**config.mk**
```make
export PLATFORM = sky130hd
export DESIGN_NAME = chunked_adder
export DESIGN_NICKNAME = d
export VERILOG_FILES = /design/src/rtl/chunked_adder.sv
export SDC_FILE = /design/constraint.sdc
export NUM_CORES = 1
export LEC_CHECK = 0
export BUFFER_PORTS_ARGS = -buffer_cell sky130_fd_sc_hd__clkbuf_2
export CORE_UTILIZATION = 50
export DETAILED_ROUTE_END_ITERATION = 16
export PLACE_DENSITY = 0.73
export SLEW_MARGIN = 10
export SYNTH_ARGS = -nofsm -noshare
export SYNTH_HDL_FRONTEND = slang
export SYNTH_SLANG_ARGS = --single-unit
```
**constraint.sdc**
```tcl
create_clock -name clk -period 7 [get_ports clk]
set_input_delay 0 -clock clk [delete_from_list [all_inputs] [get_ports clk]]
set_output_delay 0 -clock clk [all_outputs]
set_load 0.005 [all_outputs]
```
**src/rtl/chunked_adder.sv**
```systemverilog
// Multi-cycle adder: adds CHUNK bits per clock, LSB chunk first, N = WIDTH/CHUNK cycles per result.
// Optional macro CHUNKED_ADDER_SUB_EN adds a Sub input selecting A + ~B + 1.
module chunked_adder #(
  parameter int unsigned WIDTH = 16,
  parameter int unsigned CHUNK = 4
) (
  input  logic             clk,
  input  logic             rst,
  input  logic             start,
  input  logic [WIDTH-1:0] A,
  input  logic [WIDTH-1:0] B,
  input  logic             Cin,
`ifdef CHUNKED_ADDER_SUB_EN
  input  logic             Sub,
`endif
  output logic             busy,
  output logic             done,
  output logic [WIDTH-1:0] Sum,
  output logic             Cout,
  output logic             Overflow
);

  localparam int unsigned N  = WIDTH / CHUNK;
  localparam int unsigned IW = (N > 1) ? $clog2(N) : 1;
  localparam logic [IW-1:0] LAST = IW'(N - 1);

  typedef enum logic [1:0] {IDLE, BUSY, DONE} state_t;

  state_t           state, state_d;
  logic             accept_c;
  logic             busy_d, done_d;

  logic [WIDTH-1:0] a_q, b_q, psum_q, psum_d;
  logic [IW-1:0]    idx_q;
  logic             carry_q;
  logic [CHUNK-1:0] ch_a, ch_b, ch_s;
  logic             cout_c, cmsb_c;

  // Next-state and registered-output decode
  always_comb begin
    state_d  = state;
    accept_c = 1'b0;
    unique case (state)
      IDLE: begin
        if (start) begin
          state_d  = BUSY;
          accept_c = 1'b1;
        end
      end
      BUSY: begin
        if (idx_q == LAST) state_d = DONE;
      end
      DONE: begin
        if (start) begin
          state_d  = BUSY;
          accept_c = 1'b1;
        end else begin
          state_d = IDLE;
        end
      end
      default: state_d = IDLE;
    endcase
    busy_d = (state_d == BUSY);
    done_d = (state == BUSY) && (state_d == DONE);
  end

  always_ff @(posedge clk or posedge rst) begin
    if (rst) begin
      state <= IDLE;
      busy  <= 1'b0;
      done  <= 1'b0;
    end else begin
      state <= state_d;
      busy  <= busy_d;
      done  <= done_d;
    end
  end

  // Select the current chunk, ripple it, and merge it into the partial sum
  always_comb begin
    logic cr;
    ch_a   = '0;
    ch_b   = '0;
    ch_s   = '0;
    cmsb_c = 1'b0;
    for (int unsigned c = 0; c < N; c++) begin
      if (idx_q == IW'(c)) begin
        ch_a = a_q[c*CHUNK +: CHUNK];
        ch_b = b_q[c*CHUNK +: CHUNK];
      end
    end
    cr = carry_q;
    for (int unsigned i = 0; i < CHUNK; i++) begin
      if (i == CHUNK - 1) cmsb_c = cr;
      ch_s[i] = ch_a[i] ^ ch_b[i] ^ cr;
      cr      = (ch_a[i] & ch_b[i]) | (cr & (ch_a[i] ^ ch_b[i]));
    end
    cout_c = cr;
    psum_d = psum_q;
    for (int unsigned c = 0; c < N; c++) begin
      if (idx_q == IW'(c)) psum_d[c*CHUNK +: CHUNK] = ch_s;
    end
  end

  always_ff @(posedge clk or posedge rst) begin
    if (rst) begin
      a_q      <= '0;
      b_q      <= '0;
      carry_q  <= 1'b0;
      idx_q    <= '0;
      psum_q   <= '0;
      Sum      <= '0;
      Cout     <= 1'b0;
      Overflow <= 1'b0;
    end else if (accept_c) begin
      a_q     <= A;
`ifdef CHUNKED_ADDER_SUB_EN
      // Subtract is A + ~B + 1, so the inverted operand is what gets latched
      b_q     <= Sub ? ~B : B;
      carry_q <= Sub | Cin;
`else
      b_q     <= B;
      carry_q <= Cin;
`endif
      idx_q   <= '0;
      psum_q  <= '0;
    end else if (state == BUSY) begin
      psum_q  <= psum_d;
      carry_q <= cout_c;
      if (idx_q != LAST) idx_q <= idx_q + IW'(1);
      if (done_d) begin
        Sum      <= psum_d;
        Cout     <= cout_c;
        Overflow <= cmsb_c ^ cout_c;
      end
    end
  end

endmodule

```
## Yosys cells after proc, flatten, opt, wreduce, memory -nomap -nowiden

Index checks and enable logic that the tools add are counted.

- Bits in registers: 73
- Input bits: 36
- Output and inout bits: 20
- Logic and storage cells: 75

- Add/sub/neg operators: 1
- Equality and inequality tests: 8
- Multiplexer cells: 25
- Bitwise gates (word level): 22
- Reduce and logical (&&, ||, !) cells: 8

Operator list:

| kind | count |
|---|---|
| $mux 4 | 12 |
| $mux 16 | 2 |
| $mux 2 | 5 |
| $xor 1x1->1 | 9 |
| $and 1x1->1 | 8 |
| $eq 2x2->1 const B | 4 |
| $eq 2x1->1 const B | 3 |
| $pmux 2 s3 | 1 |
| $mux 1 | 5 |
| $logic_not 2->1 | 2 |
| $or 1x1->1 | 4 |
| $reduce_bool 2->1 | 2 |
| $reduce_and 3->1 | 1 |
| $add 2x1->2 const B | 1 |
| $ne 2x2->1 const B | 1 |
| $reduce_and 2->1 | 1 |
| $reduce_or 2->1 | 1 |
| $logic_and 1x1->1 | 1 |
| $not 1->1 | 1 |

## Logic depth before layout (Yosys ltp)

Gate-level depths: netlist (run 1).

- Depth in word-level cells: 16
- Depth in mapped cells: 13
- Gate-level depth less buffers: 12

## Worst setup path before layout (run 1)

OpenSTA, ideal clock, no wires.

- Kind: register to register
- Start point: register idx_q[0]
- End point: register psum_q[11]
- Library setup time: 0.122 ns
- Data arrival time: 3.124 ns
- Required time: 6.878 ns
- Path slack: 3.755 ns
- Stages on the path, launching flop included: 12
- Path buffers: 0
- Clock period less this slack: 3.245 ns
- Path through: dfrtp_1 inv_1 ha_1 and2b_1 a22oi_1 a221o_1 fa_1 fa_1 inv_1 fa_1 fa_1 a32o_1

- Longest elaborated chain between the ends: 16
- Elaborated cells between the ends (all ways): 29
- Those cells by class: eq/ne (3); mux (11); bitwise (14); reduce/logical (1)

RTL lines:

| item | RTL line | RTL |
|---|---|---|
| from (decl) | 34 | `logic [IW-1:0] idx_q;` |
| from (signal assigned) | 130 | `if (idx_q != LAST) idx_q <= idx_q + IW'(1);` |
| $logic_not 2->1 | 87 | `if (idx_q == IW'(c)) begin` |
| $mux 4 (4 in a row) | 87 |  |
| $xor 1x1->1 | 96 | `cr = (ch_a[i] & ch_b[i]) \| (cr & (ch_a[i] ^ ch_b[i]));` |
| $and 1x1->1 | 96 |  |
| $or 1x1->1 | 96 |  |
| $and 1x1->1 | 96 |  |
| $or 1x1->1 | 96 |  |
| $and 1x1->1 | 96 |  |
| $or 1x1->1 | 96 |  |
| $xor 1x1->1 | 95 | `ch_s[i] = ch_a[i] ^ ch_b[i] ^ cr;` |
| $mux 4 * | 101 | `if (idx_q == IW'(c)) psum_d[c*CHUNK +: CHUNK] = ch_s;` |
| $mux 16 * | 127 | `end else if (state == BUSY) begin` |
| $mux 16 * | 115 | `end else if (accept_c) begin` |
| to (signal assigned) | 128 | `psum_q <= psum_d;` |
| to (decl) | 33 | `logic [WIDTH-1:0] a_q, b_q, psum_q, psum_d;` |

Every way passes the cells marked *; elsewhere a longest branch is shown, timed or not. The select of a mux whose other input is x is not followed.
A chain may end at the register's enable or synchronous reset.

## Worst setup path after layout (run 1)

- Start point: register idx_q[1]
- End point: register Sum[7]

- Longest elaborated chain between the ends: 14
- Elaborated cells between the ends (all ways): 32
- Those cells by class: eq/ne (4); mux (11); bitwise (14); reduce/logical (3)

RTL lines:

| item | RTL line | RTL |
|---|---|---|
| $logic_not 2->1 | 87 |  |
| $mux 4 (4 in a row) | 87 |  |
| $xor 1x1->1 | 96 |  |
| $and 1x1->1 | 96 |  |
| $or 1x1->1 | 96 |  |
| $and 1x1->1 | 96 |  |
| $or 1x1->1 | 96 |  |
| $and 1x1->1 | 96 |  |
| $or 1x1->1 | 96 |  |
| $xor 1x1->1 | 95 |  |
| $mux 4 | 101 |  |
| to (signal assigned) | 132 | `Sum <= psum_d;` |
| to (decl) | 18 | `output logic [WIDTH-1:0] Sum,` |

Parallel ways exist; a longest one is shown, timed or not.

==> run summary, run 1 <==
Outcome: finished, final reports clean
Global route overflow: 0
DP Cell Count: 427
Synthesized cell area: 3160 µm²
Min cycle time layout: 3880 ps
Share of the synthesized area in the top cell type: 54.7%
Lkg Pwr: 1.99 nW
Cell row count: 28
PwrDens: 512 nW/µm²
# diodes: 0
Slew Limit Headroom: 29.7%
Fin nets: 441
Worst slew pin tran: 1050 ps
RSZ-0062 raised after global routing: false
# IOs: 56
Top cells by area, synth: dfrtp_1, nand2_1, mux2i_1
Area grow syn2layout: 25.1%
CP endpoint kind: register
CTS tree: done
Via Count: 2417
Setup Crit Path Kind: register to register
Reg clk slew, reported paths: 70 ps
Max-slew violations: 0
Post-route ant nets: 0
Gp weighted congestion: 0.812
Setup Fix Bufs, Post-CTS: 0
Max cap viols: 0
Setup TNS: 0 ps
Multi-input gate area: 1270 µm²
Chip width: 81.4 µm
Syn Area/Cell: 9.99 µm²
Syn. warnings: 0
Final Cycle Share: 55.4%
Worst Clk Skew: 7.76 ps
Die height: 81.4 µm
Max Fclk: 258 MHz
Most frequent cells in the layout: nand2_1, dfrtp_1, clkbuf_2
Min-Delay Path Class: input pin to register
First-pass GRT wire length: 11100 µm
Post-Syn Nets: 360
Initial antenna violation count: 0
VDD IR max: 0.000205 V
Final non-filler cell total: 475
Pin count of the biggest net entering global routing: 70
DR vias/cell: 5.09
Worst Path Required: 7190 ps
DRC: 0
Power Total: 2.02 mW
Drt first pass iters: 4
Reg2reg path depth: 12
Final hold vios: 0
Netlist cell types: 32
CTS Buf Count: 9
Sequential share of the synthesized area: 54.7%
Clock tree sinks: 69
CTS H-tree depth: 3
Cts hold-fix bufs: 34
Fill cells: 493
Dpl hpwl: 4320 µm
Worst-Skew Late Latency: 340 ps
Most common cell after layout, fill and taps aside: nand2_1
CTS Buffer Depth: 2
Synthesized flop and latch total: 69
Root Buffer: clkbuf_8
Drt total wl: 6610 µm
WL/cell: 13.9 µm
Port bufs: 55
Syn Inst Count: 316
Vias in the first global route: 2399
Worst Hold Depth: 4
CP max FO: 21
Ratio of cells with drive above 1 in the final layout: 18.8%
Crit start category: register
Initial drt markers: 96
Core area: 5990 µm²
Sequential Area: 1730 µm²
Post-CTS resize count: 0
Setup violators final: 0
Worst path arrival time: 4070 ps
Yosys top cell by area: dfrtp_1
Initial Util: 52.7%
Total GRT Usage: 22.8%
Full die area: 6630 µm²
## logic make-up (layout without fill, tap and decap cells)
kind of cell	count (synthesis)	after routing	synth area share, %
multiplexers	16	16	6.26
buffers and inverters	35	119	5.31
adder cells (fa/ha/maj)	8	8	4.12
flip-flops	69	69	54.7
AND/OR/NAND/NOR	135	135	17.7
XOR/XNOR	1	1	0.278
AO/OA/AOI/OAI	52	52	11.6
## layout make-up
type | count | area share (%)
tap | 75 | 2.38
sequential | 69 | 43.7
clock inverter | 2 | 0.887
timing repair buffer | 90 | 15.8
multi-input combinational | 212 | 32.1
clock buffer | 12 | 3.68
inverter | 15 | 1.43
## per-stage QoR
stage	setup slack, ps	utilization [%]	instance area, µm²	hold slack (ps)
6_report	3120	65.9	3950	196
4_1_cts	3110	65.9	3950	196
3_3_place_gp	3230	57.2	3430	189
2_1_floorplan	3750	-	3160	105
3_5_place_dp	3130	57.2	3430	196
5_1_grt	2840	65.9	3950	247
## power by group
group / internal (mW) / switching [mW]
clock: 0.170 / 0.135
sequential: 0.579 / 0.101
combinational: 0.432 / 0.604
## critical path, stage by stage, from the launching register on
cell	delay, ps
dfrtp_1	380
inv_1	90
ha_1	480
and2b_1	410
a22oi_1	90
a221o_1	380
fa_1	420
fa_1	370
inv_1	70
fa_1	220
fa_1	550
mux2i_1	180
o21ai_0	90
## metal layers
metal / wire length [µm] / GRT usage (%) / up-vias
met2: 3350 / 37.5 / 60
met3: 225 / 4.89 / 14
li1: - / - / 1205
met4: 139 / 10.4 / 0
met1: 2890 / 28.8 / 1138
met5: 0 / 0 / -
## path summary, 6_finish.rpt
path                                      startpoint                      to  slack (ps)
worst max-delay path            idx_q[1]$_DFFE_PP0P_      Sum[7]$_DFFE_PP0P_        3120
worst min-delay path                           start      a_q[6]$_DFFE_PP0P_         200
worst max register to register  idx_q[1]$_DFFE_PP0P_      Sum[7]$_DFFE_PP0P_        3120
worst min register to register    Sum[4]$_DFFE_PP0P_      Sum[4]$_DFFE_PP0P_         480
max in group asynchronous                        rst     a_q[12]$_DFFE_PP0P_        6010
min in group asynchronous                        rst  psum_q[10]$_DFFE_PP0P_         430
## synthesized netlist by cell type
cell,number
nand3b_1,2
fa_1,4
o31ai_1,1
nor2b_1,2
buf_2,14
a221o_1,4
buf_6,2
buf_4,1
nand2_1,116
ha_1,4
o221ai_1,1
o211ai_1,1
a22oi_1,5
nand3b_2,1
mux2i_4,3
a221oi_1,2
o21ai_0,22
and2b_1,1
o22ai_1,2
a32o_1,6
nor3_1,1
inv_1,14
nor2_1,4
xnor2_1,1
a31oi_1,2
clkbuf_1,3
dfrtp_1,69
a22o_1,6
mux2i_1,13
nand2b_1,3
nor3b_1,5
inv_2,1
## sequential cells by signal, summed over array words and instances (netlist names), 2 cells and up
| name | count |
|---|---|
| b_q | 16 |
| a_q | 16 |
| state | 2 |
| psum_q | 12 |
| idx_q | 2 |
| Sum | 16 |
(Power assumes the default switching activity.)
==> run 2, diff against run 1 <==
ABC_AREA = 1   (was not set)
clock period = 3.9 ns   (was 7 ns; I/O delays follow)
==> run 2 against run 1 <==
  * Clock skew rose by 7.8 ps
  * Global-route usage increased by 2.5 points
  * Register-to-register slack got worse by 2600 ps
  * Largest cell class unchanged
  * Sequential cell count stayed put
  * First-iteration DRC count increased by 52%
  * Maximum frequency is 14% higher
  * Die area rose by 0.97%
  * Critical path depth is 2 higher
  * Core utilization is 0.72 points higher
  * Final area grew 1.7%
  * Routed wire length is 9.5% higher
==> run summary, run 2 <==
Outcome: finished, final reports clean (unchanged)
Cell chain of the critical path: inv_1, ha_1, nand3_1, nand2_1, a21boi_0, fa_1, fa_1, inv_1, fa_1, fa_1, nand2_1, o21ai_0, nand2_1, o21ai_0 (was inv_1, ha_1, and2b_1, a22oi_1, a221o_1, fa_1, fa_1, inv_1, fa_1, fa_1, mux2i_1, o21ai_0)
WL/cell: 13.0 µm (was 13.9 µm)
Post-synth EDFFs: 0 (unchanged)
RSZ-0062 raised after global routing: false (unchanged)
Main combinational cell family by area after synthesis: simple AND/OR/NAND/NOR gates (unchanged)
Setup TNS: 0 ps (unchanged)
Min-Delay Path Class: input pin to register (unchanged)
Dominant cell by count in the synthesized netlist: nand2_1 (unchanged)
Initial drt markers: 146 (was 96)
DR vias/cell: 4.90 (was 5.09)
Crit start category: register (unchanged)
Die height: 81.8 µm (was 81.4 µm)
Top cells by area, synth: dfrtp_1, nand2_1, o21ai_0 (was dfrtp_1, nand2_1, mux2i_1)
Share of the synthesized area in the top cell type: 54.2% (was 54.7%)
Asr flop ratio synth: 100% (unchanged)
Critical Path Max Stage Delay: 490 ps (was 550 ps)
Worst Path Required: 4150 ps (was 7190 ps)
CTS H-tree depth: 3 (unchanged)
Syn Inst Count: 392 (was 316)
Lkg Pwr: 2.19 nW (was 1.99 nW)
Worst-Skew Late Latency: 360 ps (was 340 ps)
Bufs and invs on worst path: 2 (unchanged)
Worst Hold Depth: 5 (was 4)
Dpl hpwl: 4690 µm (was 4320 µm)
# diodes: 0 (unchanged)
Worst slew pin tran: 833 ps (was 1050 ps)
Sequential share of the synthesized area: 54.2% (was 54.7%)
CTS Buf Count: 9 (unchanged)
Slew Limit Headroom: 44.5% (was 29.7%)
Synth Area in Adders: 4.08% (was 4.12%)
CP max stage cell: ha_1 (was fa_1)
CTS tree: done (unchanged)
Total GRT Usage: 25.3% (was 22.8%)
Netlist cell types: 19 (was 32)
Initial antenna violation count: 0 (unchanged)
Largest registers: Sum (16), a_q (16), b_q (16) (unchanged)
Simple-gate share of the synthesized area: 26.9% (was 17.7%)
Most frequent CP cell: fa_1 (unchanged)
Worst Clk Skew: 15.5 ps (was 7.76 ps)
CP max FO: 13 (was 21)
Synth cell count leaders: nand2_1, dfrtp_1, inv_1, o21ai_0, a21oi_1 (was nand2_1, dfrtp_1, o21ai_0, buf_2, inv_1)
Root Buffer: clkbuf_8 (unchanged)
Core area: 6030 µm² (was 5990 µm²)
Min cycle time layout: 3400 ps (was 3880 ps)
Drt total wl: 7240 µm (was 6610 µm)
Syn. warnings: 0 (unchanged)
Initial Util: 52.9% (was 52.7%)
Final Cycle Share: 87.1% (was 55.4%)
CP endpoint kind: register (unchanged)
Gp weighted congestion: 0.898 (was 0.812)
Most frequent cells in the layout: nand2_1, dfrtp_1, clkbuf_2 (unchanged)
Setup Fix Bufs, Post-CTS: 0 (unchanged)
Yosys top cell by area: dfrtp_1 (unchanged)
Max cap viols: 0 (unchanged)
Syn Area/Cell: 8.13 µm² (was 9.99 µm²)
Levels on crit path: 14 (was 12)
Full die area: 6700 µm² (was 6630 µm²)
Global route overflow: 0 (unchanged)
Area grow syn2layout: 26.0% (was 25.1%)
Setup ws final: 504 ps (was 3120 ps)
Via Count: 2740 (was 2417)
Cell row count: 28 (unchanged)
Post-route ant nets: 0 (unchanged)
Most common cell after layout, fill and taps aside: nand2_1 (unchanged)
Hold_ws: 136 ps (was 196 ps)
Vias in the first global route: 2702 (was 2399)
Clock tree sinks: 69 (unchanged)
VDD IR max: 0.000470 V (was 0.000205 V)
Power Total: 3.50 mW (was 2.02 mW)
Multiplexer area fraction after synthesis: 0% (was 6.26%)
Max Fclk: 294 MHz (was 258 MHz)
Setup violators final: 0 (unchanged)
Compound-Gate Fraction of Synth Area: 7.46% (was 11.6%)
First-pass GRT wire length: 12400 µm (was 11100 µm)
# IOs: 56 (unchanged)
Max-slew violations: 0 (unchanged)
Worst path arrival time: 3640 ps (was 4070 ps)
Post-Syn Nets: 436 (was 360)
Reg clk slew, reported paths: 80 ps (was 70 ps)
Reg2reg path depth: 14 (was 12)
PwrDens: 872 nW/µm² (was 512 nW/µm²)
Drt first pass iters: 4 (unchanged)
Synthesized flop and latch total: 69 (unchanged)
Setup Crit Path Kind: register to register (unchanged)
Post-synthesis xor/xnor area fraction: 0.275% (was 0.278%)
Synthesized cell area: 3190 µm² (was 3160 µm²)
Final hold vios: 0 (unchanged)
Port bufs: 55 (unchanged)
CTS Buffer Depth: 2 (unchanged)
Chip width: 81.8 µm (was 81.4 µm)
Kind of cell adding the most delay to the critical path: adder cells (unchanged)
DRC: 0 (unchanged)
Post-CTS resize count: 0 (unchanged)
Main synth FF type: dfrtp_1 (unchanged)
Post-Place Worst Slack: 521 ps (was 3130 ps)
Ratio of cells with drive above 1 in the final layout: 17.6% (was 18.8%)
Fin nets: 523 (was 441)
Pin count of the biggest net entering global routing: 70 (unchanged)
## run 2: cells by family after synthesis
family | Yosys count
xor+xnor | 1
buf+inv | 48
compound gates | 45
flops | 69
simple gates | 221
fa+ha+maj | 8
## run 2: layout make-up
type	instances	area [µm²]
Multi-Input combinational cell	275	1230
Clock buffer	10	138
Clock inverter	6	62.6
Timing Repair Buffer	93	646
Tap cell	75	93.8
Sequential cell	69	1730
Inverter	31	116
Fill cell	520	2010
## run 2: power by group
| part | total [mW] | internal [mW] | switching, mW |
|---|---|---|---|
| Clock | 0.584 | 0.310 | 0.274 |
| Sequential | 1.21 | 1.04 | 0.172 |
| Combinational | 1.71 | 0.626 | 1.08 |
## run 2: metrics by stage
step | std cells | instance area [µm²] | util, %
final | 559 | 4020 | 66.6
after detailed placement | 509 | 3470 | 57.7
after floorplan | 392 | 3190 | -
after global placement | 509 | 3470 | 57.7
after global routing | 559 | 4020 | 66.6
after CTS | 559 | 4020 | 66.6
## run 2: what timing repair did
action / in CTS / in global routing
setup endpoints to repair: 0 / 0
hold buffers: 34 / 0
endpoints found under the hold margin: 102 / 0
## run 2: tightest hold or removal path: stages
cell and delay, ps:
clkbuf_2 80, nand2_1 40, buf_4 210, nand2_1 80
nand2_1 50
## run 2: metal layers
layer / GRT usage [%] / vias up / routed length [µm]
met5: 0 / - / 0
met1: 31.0 / 1279 / 3210
li1: - / 1369 / -
met3: 7.11 / 13 / 328
met2: 42.4 / 79 / 3580
met4: 8.95 / 0 / 124
## run 2: worst paths after layout
| check | startpoint | to | slack [ps] |
|---|---|---|---|
| min in group asynchronous | rst | Sum[10]$_DFFE_PP0P_ | 410 |
| setup reg to reg | idx_q[0]$_DFFE_PP0P_ | psum_q[3]$_DFFE_PP0P_ | 500 |
| hold reg to reg | psum_q[1]$_DFFE_PP0P_ | psum_q[1]$_DFFE_PP0P_ | 480 |
| max in group asynchronous | rst | a_q[15]$_DFFE_PP0P_ | 2920 |
| hold / removal | start | b_q[0]$_DFFE_PP0P_ | 140 |
| setup / recovery | idx_q[0]$_DFFE_PP0P_ | psum_q[3]$_DFFE_PP0P_ | 500 |
==> run 3, diff against run 2 <==
clock period = 3.7 ns   (was 3.9 ns; I/O delays follow)
==> run 3 against run 2 <==
  * Critical path depth unchanged
  * Clock skew down 5.9 ps
  * Core utilization unchanged
  * Clock-buffer cell count up 2
  * Setup slack worse by 190 ps
  * Final area unchanged
  * Sequential share of layout area unchanged
  * Worst hold slack better by 110 ps
  * Global-route usage down 0.59 points
  * Total power up 5.6%
==> run summary, run 3 (synthesized netlist as in run 2, its figures left out) <==
Outcome: finished, final reports clean (unchanged)
PwrDens: 922 nW/µm² (was 872 nW/µm²)
Total GRT Usage: 24.7% (was 25.3%)
Dpl hpwl: 4900 µm (was 4690 µm)
DR vias/cell: 4.91 (was 4.90)
Full die area: 6700 µm² (unchanged)
Core Util, Final: 66.6% (unchanged)
Initial antenna violation count: 0 (unchanged)
DRC: 0 (unchanged)
Max cap viols: 0 (unchanged)
Min cycle time layout: 3390 ps (was 3400 ps)
M1 wire length: 3260 µm (was 3210 µm)
Drt first pass iters: 4 (unchanged)
Initial drt markers: 114 (was 146)
Final hold vios: 0 (unchanged)
Setup TNS: 0 ps (unchanged)
Cell chain of the critical path: inv_1, ha_1, a21oi_1, nand2_1, a21boi_0, fa_1, fa_1, inv_1, fa_1, fa_1, nand2_1, o21ai_0, nand2_1, o21ai_0 (was inv_1, ha_1, nand3_1, nand2_1, a21boi_0, fa_1, fa_1, inv_1, fa_1, fa_1, nand2_1, o21ai_0, nand2_1, o21ai_0)
Most frequent CP cell: fa_1 (unchanged)
Reg2reg path depth: 14 (unchanged)
Initial Util: 52.9% (unchanged)
Max-slew violations: 0 (unchanged)
R2r setup slk: 310 ps (was 500 ps)
Gp weighted congestion: 0.912 (was 0.898)
Worst Hold Depth: 5 (unchanged)
CTS H-tree depth: 3 (unchanged)
Worst Path Required: 3920 ps (was 4150 ps)
Reg clk slew, reported paths: 70 ps (was 80 ps)
Reg-to-Reg End: psum_q[11]$_DFFE_PP0P_ (was psum_q[3]$_DFFE_PP0P_)
DR top layer: met4 (unchanged)
Worst path arrival time: 3610 ps (was 3640 ps)
Worst Clk Skew: 9.62 ps (was 15.5 ps)
Lkg Pwr: 2.20 nW (was 2.19 nW)
HP Start: start (unchanged)
Area grow syn2layout: 26.0% (unchanged)
Metal3 WL: 304 µm (was 328 µm)
Final Cycle Share: 91.6% (was 87.1%)
# IOs: 56 (unchanged)
Crit start category: register (unchanged)
Worst-Skew Late Latency: 340 ps (was 360 ps)
Most frequent cells in the layout: nand2_1, dfrtp_1, clkbuf_2 (unchanged)
Port bufs: 55 (unchanged)
Slew Limit Headroom: 57.6% (was 44.5%)
First-pass GRT wire length: 12200 µm (was 12400 µm)
CP max FO: 16 (was 13)
Vias in the first global route: 2755 (was 2702)
RSZ-0062 raised after global routing: false (unchanged)
CP endpoint kind: register (unchanged)
Worst R2R Start: idx_q[0]$_DFFE_PP0P_ (unchanged)
Global route overflow: 0 (unchanged)
Met2 wire length: 3480 µm (was 3580 µm)
Core area: 6030 µm² (unchanged)
Post-CTS resize count: 0 (unchanged)
Cell row count: 28 (unchanged)
Fin nets: 524 (was 523)
Post-route ant nets: 0 (unchanged)
CTS Buffer Depth: 2 (unchanged)
Worst slew pin tran: 635 ps (was 833 ps)
# diodes: 0 (unchanged)
Max Fclk: 295 MHz (was 294 MHz)
Hold Path End: b_q[9]$_DFFE_PP0P_ (was b_q[0]$_DFFE_PP0P_)
Via Count: 2752 (was 2740)
CP max stage cell: ha_1 (unchanged)
Drt total wl: 7240 µm (about the same)
Setup Crit Path Kind: register to register (unchanged)
CTS tree: done (unchanged)
Setup Fix Bufs, Post-CTS: 0 (unchanged)
Kind of cell adding the most delay to the critical path: adder cells (unchanged)
Pin count of the biggest net entering global routing: 40 (was 70)
Most common cell after layout, fill and taps aside: nand2_1 (unchanged)
Cts hold-fix bufs: 34 (unchanged)
Setup violators final: 0 (unchanged)
Chip width: 81.8 µm (unchanged)
VDD IR max: 0.000486 V (was 0.000470 V)
CTS Buf Count: 9 (unchanged)
Bufs and invs on worst path: 2 (unchanged)
Die height: 81.8 µm (unchanged)
Clock tree sinks: 69 (unchanged)
WL/cell: 12.9 µm (was 13.0 µm)
Root Buffer: clkbuf_8 (unchanged)
Largest registers: Sum (16), a_q (16), b_q (16) (unchanged)
Ratio of cells with drive above 1 in the final layout: 17.3% (was 17.6%)
Critical Path Max Stage Delay: 490 ps (about the same)
Min-Delay Path Class: input pin to register (unchanged)
[run 3: worst min-delay path, stage by stage]
cell	delay [ps]
clkbuf_2	80
nand2_1	100
buf_4	240
nand2_1	80
nand2_1	50
[run 3: cell type report]
| cell class | count | area [µm²] |
|---|---|---|
| Clock inverter | 4 | 47.5 |
| Multi-Input combinational cell | 275 | 1230 |
| Inverter | 31 | 116 |
| Tap cell | 75 | 93.8 |
| Timing Repair Buffer | 94 | 653 |
| Fill cell | 503 | 2010 |
| Sequential cell | 69 | 1730 |
| Clock buffer | 12 | 145 |
[run 3: metrics by stage]
step | hold WS, ps | total power, mW | area, µm² | worst slack [ps] | instances
finish | 249 | 3.70 | 4020 | 311 | 560
global route | 257 | 4.05 | 4020 | 57.8 | 560
CTS | 222 | 3.72 | 4020 | 313 | 560
detailed placement | 112 | 3.09 | 3480 | 324 | 510
global placement | 103 | 3.01 | 3480 | 487 | 510
floorplan | 110 | 2.55 | 3190 | 671 | 392
[run 3: worst max path at each step]
stage	from	endpoint	slack [ps]	depth (start not counted)
global route	idx_q[0]$_DFFE_PP0P_	psum_q[11]$_DFFE_PP0P_	60	14
detailed placement	idx_q[0]$_DFFE_PP0P_	psum_q[11]$_DFFE_PP0P_	320	14
finish	idx_q[0]$_DFFE_PP0P_	psum_q[11]$_DFFE_PP0P_	310	14
CTS	idx_q[0]$_DFFE_PP0P_	psum_q[11]$_DFFE_PP0P_	310	14
global placement	idx_q[0]$_DFFE_PP0P_	psum_q[11]$_DFFE_PP0P_	490	14
floorplan	idx_q[0]$_DFFE_PP0P_	psum_q[11]$_DFFE_PP0P_	670	14
[run 3: report_power, final]
part / internal (mW) / switching (mW) / total [mW]
clock: 0.328 / 0.269 / 0.597
combinational: 0.671 / 1.16 / 1.83
sequential: 1.10 / 0.179 / 1.27
total: 2.09 / 1.61 / 3.70
[run 3: per-layer routing]
layer / vias to the layer above / global-route usage, %
li1: 1369 / -
met1: 1279 / 30.2
met2: 86 / 41.3
met3: 18 / 4.89
met4: 0 / 12.3
met5: - / 0
